`src/rtl/fetch_pkg.sv`:
```
// Shared FSM state encoding and default parameters for the instruction fetch controller.
package fetch_pkg;

  typedef enum logic [1:0] {
    IDLE  = 2'b00,
    FETCH = 2'b01,
    HOLD  = 2'b10
  } state_t;

  localparam logic [31:0] PC_RESET_DEF    = 32'h0000_0000;
  localparam int unsigned TIMEOUT_CYC_DEF = 255;

endpackage

```
`src/rtl/fetch_timer.sv`:
```
// Fetch watchdog: counts FETCH cycles without ack, flags the cycle the limit is reached.
// Zero-latency compare on the registered count; clr has priority over tick.
module fetch_timer
  import fetch_pkg::*;
#(
  parameter int unsigned TIMEOUT_CYC = TIMEOUT_CYC_DEF
) (
  input  logic clk,
  input  logic rst_f,
  input  logic clr,
  input  logic tick,
  output logic hit
);

  localparam int unsigned CW = (TIMEOUT_CYC < 2) ? 1 : $clog2(TIMEOUT_CYC + 1);

  logic [CW-1:0] cnt;

  always_ff @(posedge clk or negedge rst_f) begin
    if (!rst_f) begin
      cnt <= '0;
    end else if (clr) begin
      cnt <= '0;
    end else if (tick) begin
      cnt <= cnt + CW'(1);
    end
  end

  // Fires on the tick that takes the count to TIMEOUT_CYC.
  assign hit = tick && (cnt == CW'(TIMEOUT_CYC - 1));

endmodule

```
`src/rtl/fetch_ctl.sv`:
```
// Instruction fetch controller: IDLE/FETCH/HOLD sequencing, PC and instruction register.
// One cycle from handshake to next request; HOLD stalls on !ir_ready or stall. Option: FETCH_TIMEOUT_EN.
module fetch_ctl
  import fetch_pkg::*;
#(
  parameter logic [31:0] PC_RESET    = PC_RESET_DEF,
  parameter int unsigned TIMEOUT_CYC = TIMEOUT_CYC_DEF
) (
  input  logic        clk,
  input  logic        rst_f,
  input  logic        start,
  input  logic        stall,
  input  logic [31:0] next_pc,
  output logic [31:0] pc_out,
  output logic [31:0] pc_inc,
  output logic        imem_req,
  output logic [31:0] imem_addr,
  input  logic        imem_ack,
  input  logic [31:0] imem_data,
  output logic [31:0] ir_out,
  output logic        ir_valid,
  input  logic        ir_ready,
  output logic        timeout_err
);

  state_t      state;
  state_t      state_nxt;
  logic [31:0] pc_q;
  logic [31:0] ir_q;
  logic        hs;
  logic        tmo_hit;

  assign hs = (state == HOLD) && ir_ready && !stall;

  always_comb begin
    state_nxt = state;
    case (state)
      IDLE:    if (start) state_nxt = FETCH;
      // Ack wins over stall and over a coincident timeout.
      FETCH: begin
        if (imem_ack)     state_nxt = HOLD;
        else if (tmo_hit) state_nxt = IDLE;
      end
      HOLD:    if (hs) state_nxt = FETCH;
      default: state_nxt = IDLE;
    endcase
  end

  always_ff @(posedge clk or negedge rst_f) begin
    if (!rst_f) begin
      state <= IDLE;
      pc_q  <= PC_RESET;
      ir_q  <= '0;
    end else begin
      state <= state_nxt;
      if (state == FETCH && imem_ack) ir_q <= imem_data;
      if (hs)                         pc_q <= next_pc;
    end
  end

  assign pc_out    = pc_q;
  assign pc_inc    = pc_q + 32'd1;
  assign imem_addr = pc_q;
  assign imem_req  = (state == FETCH);
  assign ir_out    = ir_q;
  assign ir_valid  = (state == HOLD);

`ifdef FETCH_TIMEOUT_EN
  logic tmo_err_q;

  fetch_timer #(
    .TIMEOUT_CYC (TIMEOUT_CYC)
  ) u_timer (
    .clk   (clk),
    .rst_f (rst_f),
    .clr   ((state != FETCH) && (state_nxt == FETCH)),
    .tick  ((state == FETCH) && !imem_ack),
    .hit   (tmo_hit)
  );

  always_ff @(posedge clk or negedge rst_f) begin
    if (!rst_f) begin
      tmo_err_q <= 1'b0;
    end else if (tmo_hit) begin
      tmo_err_q <= 1'b1;
    end
  end

  assign timeout_err = tmo_err_q;
`else
  assign tmo_hit     = 1'b0;
  assign timeout_err = 1'b0;
`endif

endmodule

```
`config.mk`:
```
export PLATFORM = sky130hd
export DESIGN_NAME = fetch_ctl
export DESIGN_NICKNAME = d
export VERILOG_FILES = /design/src/rtl/fetch_pkg.sv /design/src/rtl/fetch_timer.sv /design/src/rtl/fetch_ctl.sv
export SDC_FILE = /design/constraint.sdc
export NUM_CORES = 1
export LEC_CHECK = 0
export CORE_ASPECT_RATIO = 0.7
export CORE_UTILIZATION = 35
export CTS_BUF_LIST = sky130_fd_sc_hd__clkbuf_4 sky130_fd_sc_hd__clkbuf_8
export CTS_CLUSTER_SIZE = 20
export DETAILED_ROUTE_END_ITERATION = 16
export GPL_ROUTABILITY_DRIVEN = 1
export PLACE_DENSITY = 0.87
export SETUP_SLACK_MARGIN = 0.4
export SLEW_MARGIN = 20
export SYNTH_ARGS = -nofsm -noshare
export SYNTH_HDL_FRONTEND = slang
export SYNTH_HIERARCHICAL = 1
export SYNTH_SLANG_ARGS = --single-unit
```
`constraint.sdc`:
```
create_clock -name clk -period 2.4 [get_ports clk]
set_input_delay 0.72 -clock clk [delete_from_list [all_inputs] [get_ports clk]]
set_output_delay 0.72 -clock clk [all_outputs]
set_load 0.01 [all_outputs]
```
Word level (Yosys, flattened, before mapping)
Index checks and enable logic that the tools add are counted.

Register bits after elaboration: 66. Bits of input ports: 70. Output and inout bits: 131.

Add/sub/neg operators: 1. Equal/unequal tests: 5. Multiplexer cells: 4. Reductions and logical operators: 6.

Operators with widths (number): $add 32x1->32 const B (1); $mux 2 (3); $pmux 2 s3 (1); $ne 2x1->1 const B (2); $logic_and 1x1->1 (3); $reduce_and 3->1 (1); $eq 2x1->1 const B (1); $eq 2x2->1 const B (1); $logic_not 2->1 (1); $ne 2x2->1 const B (1); $logic_not 1->1 (1).

Depth between registers and ports, before layout
Gate-level depths: netlist (run 1).

Depth in word-level cells: 5. Mapped depth: 6.

Least setup slack after synthesis (run 1)
No wires, ideal clock.

Path kind: register to output. Start: register pc_q[0], in the netlist imem_addr[0]. End: output pc_inc[24]. Arrival time: 1819 ps. Slack: -139 ps. Stages on the path, launching flop included: 7. Path through: dfrtp_1 -> ha_1 -> nand4_1 -> or3_1 -> clkbuf_1 -> nor4_1 -> xor2_1.

Longest elaborated chain between the ends: 1.

RTL lines: start: declaration (RTL line fetch_ctl.sv:28) `logic [31:0] pc_q;`; start signal: assignment (RTL line fetch_ctl.sv:57) `if (hs) pc_q <= next_pc;`; $add 32x1->32 (RTL line fetch_ctl.sv:62) `assign pc_inc = pc_q + 32'd1;`; end: declaration (RTL line fetch_ctl.sv:15) `output logic [31:0] pc_inc,`.

No other way between the ends.

Worst setup path after layout (run 1)
Start: register pc_q[3], in the netlist imem_addr[3]. End: output pc_inc[19].

Same word-level chain as after synthesis.

==> results.json, run 1 <==
{
  "outcome": "complete, but fails checks",
  "violations": "setup timing",
  "cts_hold_buf": 0,
  "finalMaxSlewViolations": 0,
  "critPathKind": "reg -> out",
  "yosysTopAreaCellShare": 0.493,
  "multi_input_area_sq_um": 1640,
  "netlist_area_sq_um": 3350,
  "cp-end-kind": "primary output",
  "die_x_um": 119,
  "powerDensity_nw_per_um2": 1230,
  "core_area_sq_um": 9180,
  "routed_wl_mm": 9.80,
  "regArea_sq_um": 1660,
  "final_nets": 583,
  "max_freq_mhz": 357,
  "synth_top_cell_by_area": "dfrtp_1",
  "drive_gt1_frac": 0.439,
  "startpoint_type": "flip-flop",
  "track_usage": 0.203,
  "dp_hpwl_mm": 7.25,
  "arrival_ns": 2.08,
  "synth_top_cells_by_area": "dfrtp_1, mux2_2, buf_4, xor2_1, xnor2_1",
  "power_leakage_uw": 0.00304,
  "dieHeight_um": 83.9,
  "hold_ws_ns": 0.377,
  "place_ws_ns": -0.508,
  "crit_start": "imem_addr[3]",
  "cts_tree": "yes",
  "placed_cell_area_sq_um": 5730,
  "synthCells": 281,
  "max_cap_violations": 0,
  "yosysWarnings": 6,
  "p_total_uw": 7530,
  "drtIter0Drc": 68,
  "hp-class": "in -> async",
  "setup_viol": 23,
  "setup_ws_ns": -0.398,
  "rsz0062_at_grt": "true",
  "htree_levels": 3,
  "overflow": 0,
  "ir_drop_mv": 0.741,
  "cts_buffers": 9,
  "drt.antenna.violating_nets": 0,
  "antenna_found_initial": 0,
  "hold_viol_final": 0,
  "routed_via_density": 4.63,
  "drt_pre_antenna_iters": 4,
  "clk_pin_slew_ns": 0.08,
  "wl_per_cell_um": 15.3,
  "root_buffer": "clkbuf_8",
  "grt_pass1_wl_mm": 15.9,
  "diodes": 0,
  "die_area_sq_um": 9980,
  "row_count": 29,
  "max_slew.worst_pin.slew_ns": 0.543,
  "final_cell_area_sq_um": 6110,
  "area_growth_syn_to_layout_pct": 82.3,
  "synth-seq-area-share": 0.493,
  "num_io_pins": 201,
  "grt_pass1_vias": 3240,
  "syn_nets": 352,
  "clock_latency_ns": 0.33,
  "crit_fanout": 5,
  "gp_congestion": 0.798,
  "start_util": 0.365,
  "required_ns": 1.68,
  "max_slew_margin": 0.638,
  "synthDistinctLibCells": 30,
  "nFillCells": 747,
  "timing.final.crit_period_ns": 2.80,
  "synth-seq-cells": 66,
  "clock_path_buffers": 2,
  "avgSynthCellArea_sq_um": 11.9,
  "reg2reg_from": "state[0]",
  "vias": 2970,
  "fin_skew_ns": 0.00988,
  "clkSinkCount": 66,
  "io_buffer_count": 199,
  "grt_max_degree": 39,
  "min_period_over_period": 1.17,
  "postLayoutCoreUtil": 0.666,
  "drcViolationCount": 0
}
## worst max-delay path: stages, from the launching register on
cell     delay [ns]
dfrtp_2        0.39
nand3_4        0.09
or4_4          0.63
buf_6          0.17
nor3b_2        0.17
xor2_1         0.16
buf_2          0.15
## routing by layer
layer  global-route usage  wire, um  share of wire
met4               0.0495       102          0.010
met5                    0         0              0
met2                0.351      4870           0.50
met1                0.231      3860           0.39
met3               0.0861       961          0.098
## Yosys cell counts
cell      number
and3_1         4
and4_1         2
buf_1          3
buf_2          3
buf_4         33
buf_6          1
clkbuf_1       3
conb_1         1
dfrtp_1       66
ha_1           1
inv_1          8
mux2_2        59
mux2i_1        1
nand2_1       18
nand3_1        9
nand3_2        2
nand4_1        2
nor2_1         5
nor2b_1        2
nor3_1         7
nor3b_1        2
nor4_1         6
nor4_2         3
nor4_4         1
o21ai_0        6
o21bai_1       1
or3_1          1
or4_4          1
xnor2_1       10
xor2_1        20
## where the power goes
part | total (uW) | internal (uW) | switching, uW
Sequential | 2020 | 1690 | 332
Combinational | 4380 | 2400 | 1980
Clock | 1130 | 705 | 428
## stage by stage
step | TNS (ns) | instances
after CTS | -7.40 | 637
after detailed placement | -8.82 | 609
final | -6.39 | 641
after floorplan | -0.112 | 281
after global placement | -7.64 | 609
after global routing | -9.00 | 641
## what timing repair did
item / in CTS / in global routing
endpoints found under the hold margin: 0 / 0
pin swaps: 30 / 18
buffers inserted: 12 / 4
endpoints found under the setup margin: 99 / 53
gates resized for setup: 239 / 40
## flip-flops by register name, indices dropped and copies added, names as in the netlist
name / count
ir_out: 32
imem_addr: 32
state: 2
## placed cells by master, fill, tap and decap left out, types with 3 or more instances in the layout
master	Yosys	final
dfrtp_1	66	57
nand3_1	9	4
dfrtp_2	0	9
clkbuf_2	0	6
xnor2_1	10	9
nand2_1	18	16
and3_1	4	4
dlymetal6s2s_1	0	15
nor2_4	0	3
nand3_2	2	6
nor3_4	0	3
dlygate4sd2_1	0	56
clkdlybuf4s50_1	0	85
nor3_2	0	4
mux2_2	59	59
xor2_1	20	20
buf_6	1	16
buf_2	3	34
buf_4	33	43
buf_12	0	6
clkbuf_8	0	9
o21ai_0	6	6
bufinv_16	0	3
nor4_4	1	10
inv_1	8	7
## logic make-up (layout without fill, tap and decap cells)
| family | Yosys count | in the layout | synth area share |
|---|---|---|---|
| DFF | 66 | 66 | 0.493 |
| and+or+nand+nor | 65 | 65 | 0.114 |
| muxes | 60 | 60 | 0.201 |
| buffers and inverters | 51 | 287 | 0.0974 |
| xor gates and xnor gates | 30 | 30 | 0.0784 |
| AOI/OAI and AO/OA | 7 | 7 | 0.0112 |
| adders and majority gates | 1 | 1 | 0.00373 |
| other | 1 | 1 | 0.00112 |
## final timing paths
path                                 end  slack (ns)  cells after the start
setup / recovery              pc_inc[19]       -0.40                      6
hold / removal             imem_addr[19]        0.38                      1
setup reg to reg           imem_addr[20]        0.74                      4
hold reg to reg                 state[0]        0.50                      1
max in group asynchronous  imem_addr[29]        1.45                      2
min in group clk                state[0]        0.50                      1
## layout make-up
cell class / instances / area share
repair buffers: 263 / 0.388
flip-flops and latches: 66 / 0.272
multi-input cells: 164 / 0.269
well taps: 124 / 0.0254
clock buffers: 10 / 0.0215
clock inverters: 6 / 0.0188
inverters: 8 / 0.00491
No activity file was read; power rests on OpenSTA's default activity.
==> run 2, diff against run 1 <==
--- a/config.mk
+++ b/config.mk
@@ -13,6 +13,7 @@
 export GPL_ROUTABILITY_DRIVEN = 1
 export PLACE_DENSITY = 0.87
 export SETUP_SLACK_MARGIN = 0.4
+export SKIP_LAST_GASP = 1
 export SLEW_MARGIN = 20
 export SYNTH_ARGS = -nofsm -noshare
 export SYNTH_HDL_FRONTEND = slang
==> constraint.sdc (replaced) <==
create_clock -name clk -period 2.5 [get_ports clk]
set_input_delay 0.75 -clock clk [delete_from_list [all_inputs] [get_ports clk]]
set_output_delay 0.75 -clock clk [all_outputs]
set_load 0.01 [all_outputs]
==> run 2 against run 1 <==
  * The run still ends with setup timing left
  * Final cell count is 0.47% higher
  * Setup slack better by 0.020 ns
  * Power is 4.5% lower
  * Register-to-register slack better by 0.15 ns
==> results.json, run 2 (same netlist as run 1, synthesis figures left out) <==
{
  "rsz0062_at_grt": "true",
  "power_frac_comb": 0.593,
  "wl_per_cell_um": 15.2,
  "row_count": 29,
  "place_ws_ns": -0.492,
  "dp_hpwl_mm": 7.34,
  "clock_path_buffers": 2,
  "num_io_pins": 201,
  "cp-end-kind": "primary output",
  "p_int_uw": 4550,
  "hp-class": "in -> async",
  "power_leakage_uw": 0.00299,
  "gp_congestion": 0.801,
  "max_cap_violations": 0,
  "crit_fanout": 5,
  "clkPwrFrac": 0.138,
  "arrival_ns": 2.13,
  "grt_max_degree": 39,
  "grt_pass1_vias": 3182,
  "max_freq_mhz": 348,
  "cpMaxStageDelayCell": "or4_4",
  "die_x_um": 119,
  "max_stage_delay_ns": 0.59,
  "min_period_over_period": 1.15,
  "htree_levels": 3,
  "final_cells": 644,
  "drive_gt1_frac": 0.435,
  "critPathKind": "reg -> out",
  "startpoint_type": "flip-flop",
  "clock_latency_ns": 0.34,
  "path_cells": "nand3_2 -> or4_4 -> buf_6 -> buf_6 -> nor4_4 -> xor2_1 -> buf_2",
  "drcViolationCount": 0,
  "routed_via_density": 4.60,
  "hold_ws_ns": 0.478,
  "cts_hold_buf": 0,
  "antenna_found_initial": 0,
  "clk_pin_slew_ns": 0.08,
  "io_buffer_count": 199,
  "final_cell_mix": "clkdlybuf4s50_1, mux2_2, dfrtp_1",
  "setup_ws_ns": -0.377,
  "grt_pass1_wl_mm": 15.9,
  "switching_power_uw": 2640,
  "track_usage": 0.204,
  "core_area_sq_um": 9180,
  "ir_drop_mv": 0.645,
  "swShare": 0.367,
  "setup_viol": 22,
  "max_slew_margin": 0.510,
  "drt.antenna.violating_nets": 0,
  "die_area_sq_um": 9980,
  "fin_skew_ns": 0.0130,
  "final_nets": 586,
  "cts_tree": "yes",
  "root_buffer": "clkbuf_8",
  "placed_cells": 608,
  "hold_viol_final": 0,
  "overflow": 0,
  "timing.final.crit_period_ns": 2.88,
  "powerDensity_nw_per_um2": 1170,
  "diodes": 0,
  "dieHeight_um": 83.9,
  "required_ns": 1.75,
  "cp_common_cell": "buf_6",
  "drtIter0Drc": 65,
  "drt_pre_antenna_iters": 4,
  "vias": 2960,
  "start_util": 0.365,
  "layout_commonest_cell": "clkdlybuf4s50_1",
  "area_growth_syn_to_layout_pct": 84.1,
  "violations": "setup timing",
  "finalMaxSlewViolations": 0,
  "routed_wl_mm": 9.82,
  "cts_buffers": 9,
  "outcome": "complete, but fails checks",
  "postLayoutCoreUtil": 0.672,
  "max_slew.worst_pin.slew_ns": 0.735,
  "power_frac_seq": 0.269,
  "clkSinkCount": 66
}
==> run 2: worst paths after layout <==
kind                              startpoint            end  slack [ns]  depth (start not counted)
worst max-delay path            imem_addr[3]     pc_inc[31]       -0.38                          7
worst min-delay path                   rst_f   imem_addr[2]        0.48                          1
min in group clk                    state[1]       state[0]        0.50                          1
worst max register to register      state[0]   imem_addr[7]        0.89                          4
max in group asynchronous              rst_f  imem_addr[31]        1.37                          2
worst min register to register      state[1]       state[0]        0.50                          1
==> run 2: layer usage <==
layer | wire [um] | part of all wire | track usage
met1 | 3980 | 0.40 | 0.239
met2 | 4860 | 0.50 | 0.341
met3 | 857 | 0.087 | 0.0833
met4 | 121 | 0.012 | 0.0598
met5 | 0 | 0 | 0
==> run 2: cell type report <==
cell class | instances | area [sq um]
Clock inverter | 6 | 92.6
Sequential cell | 66 | 1660
Timing Repair Buffer | 266 | 2390
Clock buffer | 10 | 131
Tap cell | 124 | 155
Fill cell | 732 | 3010
Multi-Input combinational cell | 164 | 1700
Inverter | 8 | 30.0
==> run 2: worst max-delay path: cells and delay by family, from the launching register on <==
family,cells,cell delay (ns)
simple gates,3,0.82
buf+inv,3,0.42
flops,1,0.38
xor+xnor,1,0.17
==> run 2: stage by stage <==
step / power (uW) / setup TNS, ns / instance area [sq um]
final: 7190 / -6.17 / 6170
after global routing: 7650 / -8.56 / 6170
after CTS: 7210 / -6.92 / 6030
after detailed placement: 6630 / -7.16 / 5710
after global placement: 6500 / -6.10 / 5710
after floorplan: 3980 / 0 / 3470
==> run 2: power groups by stage <==
stage                     Combinational [uW]  Clock, uW  Sequential, uW
after global placement                  4590          0            1910
after detailed placement                4680          0            1950
after floorplan                         1610          0            2370
after CTS                               4250       1020            1930
after global routing                    4570       1070            2010
final                                   4270        994            1930
==> run 2: what timing repair did <==
action	in CTS	in global routing
buffers inserted	16	4
gates resized for setup	215	40
setup endpoints to repair	91	43
pin swaps	23	23
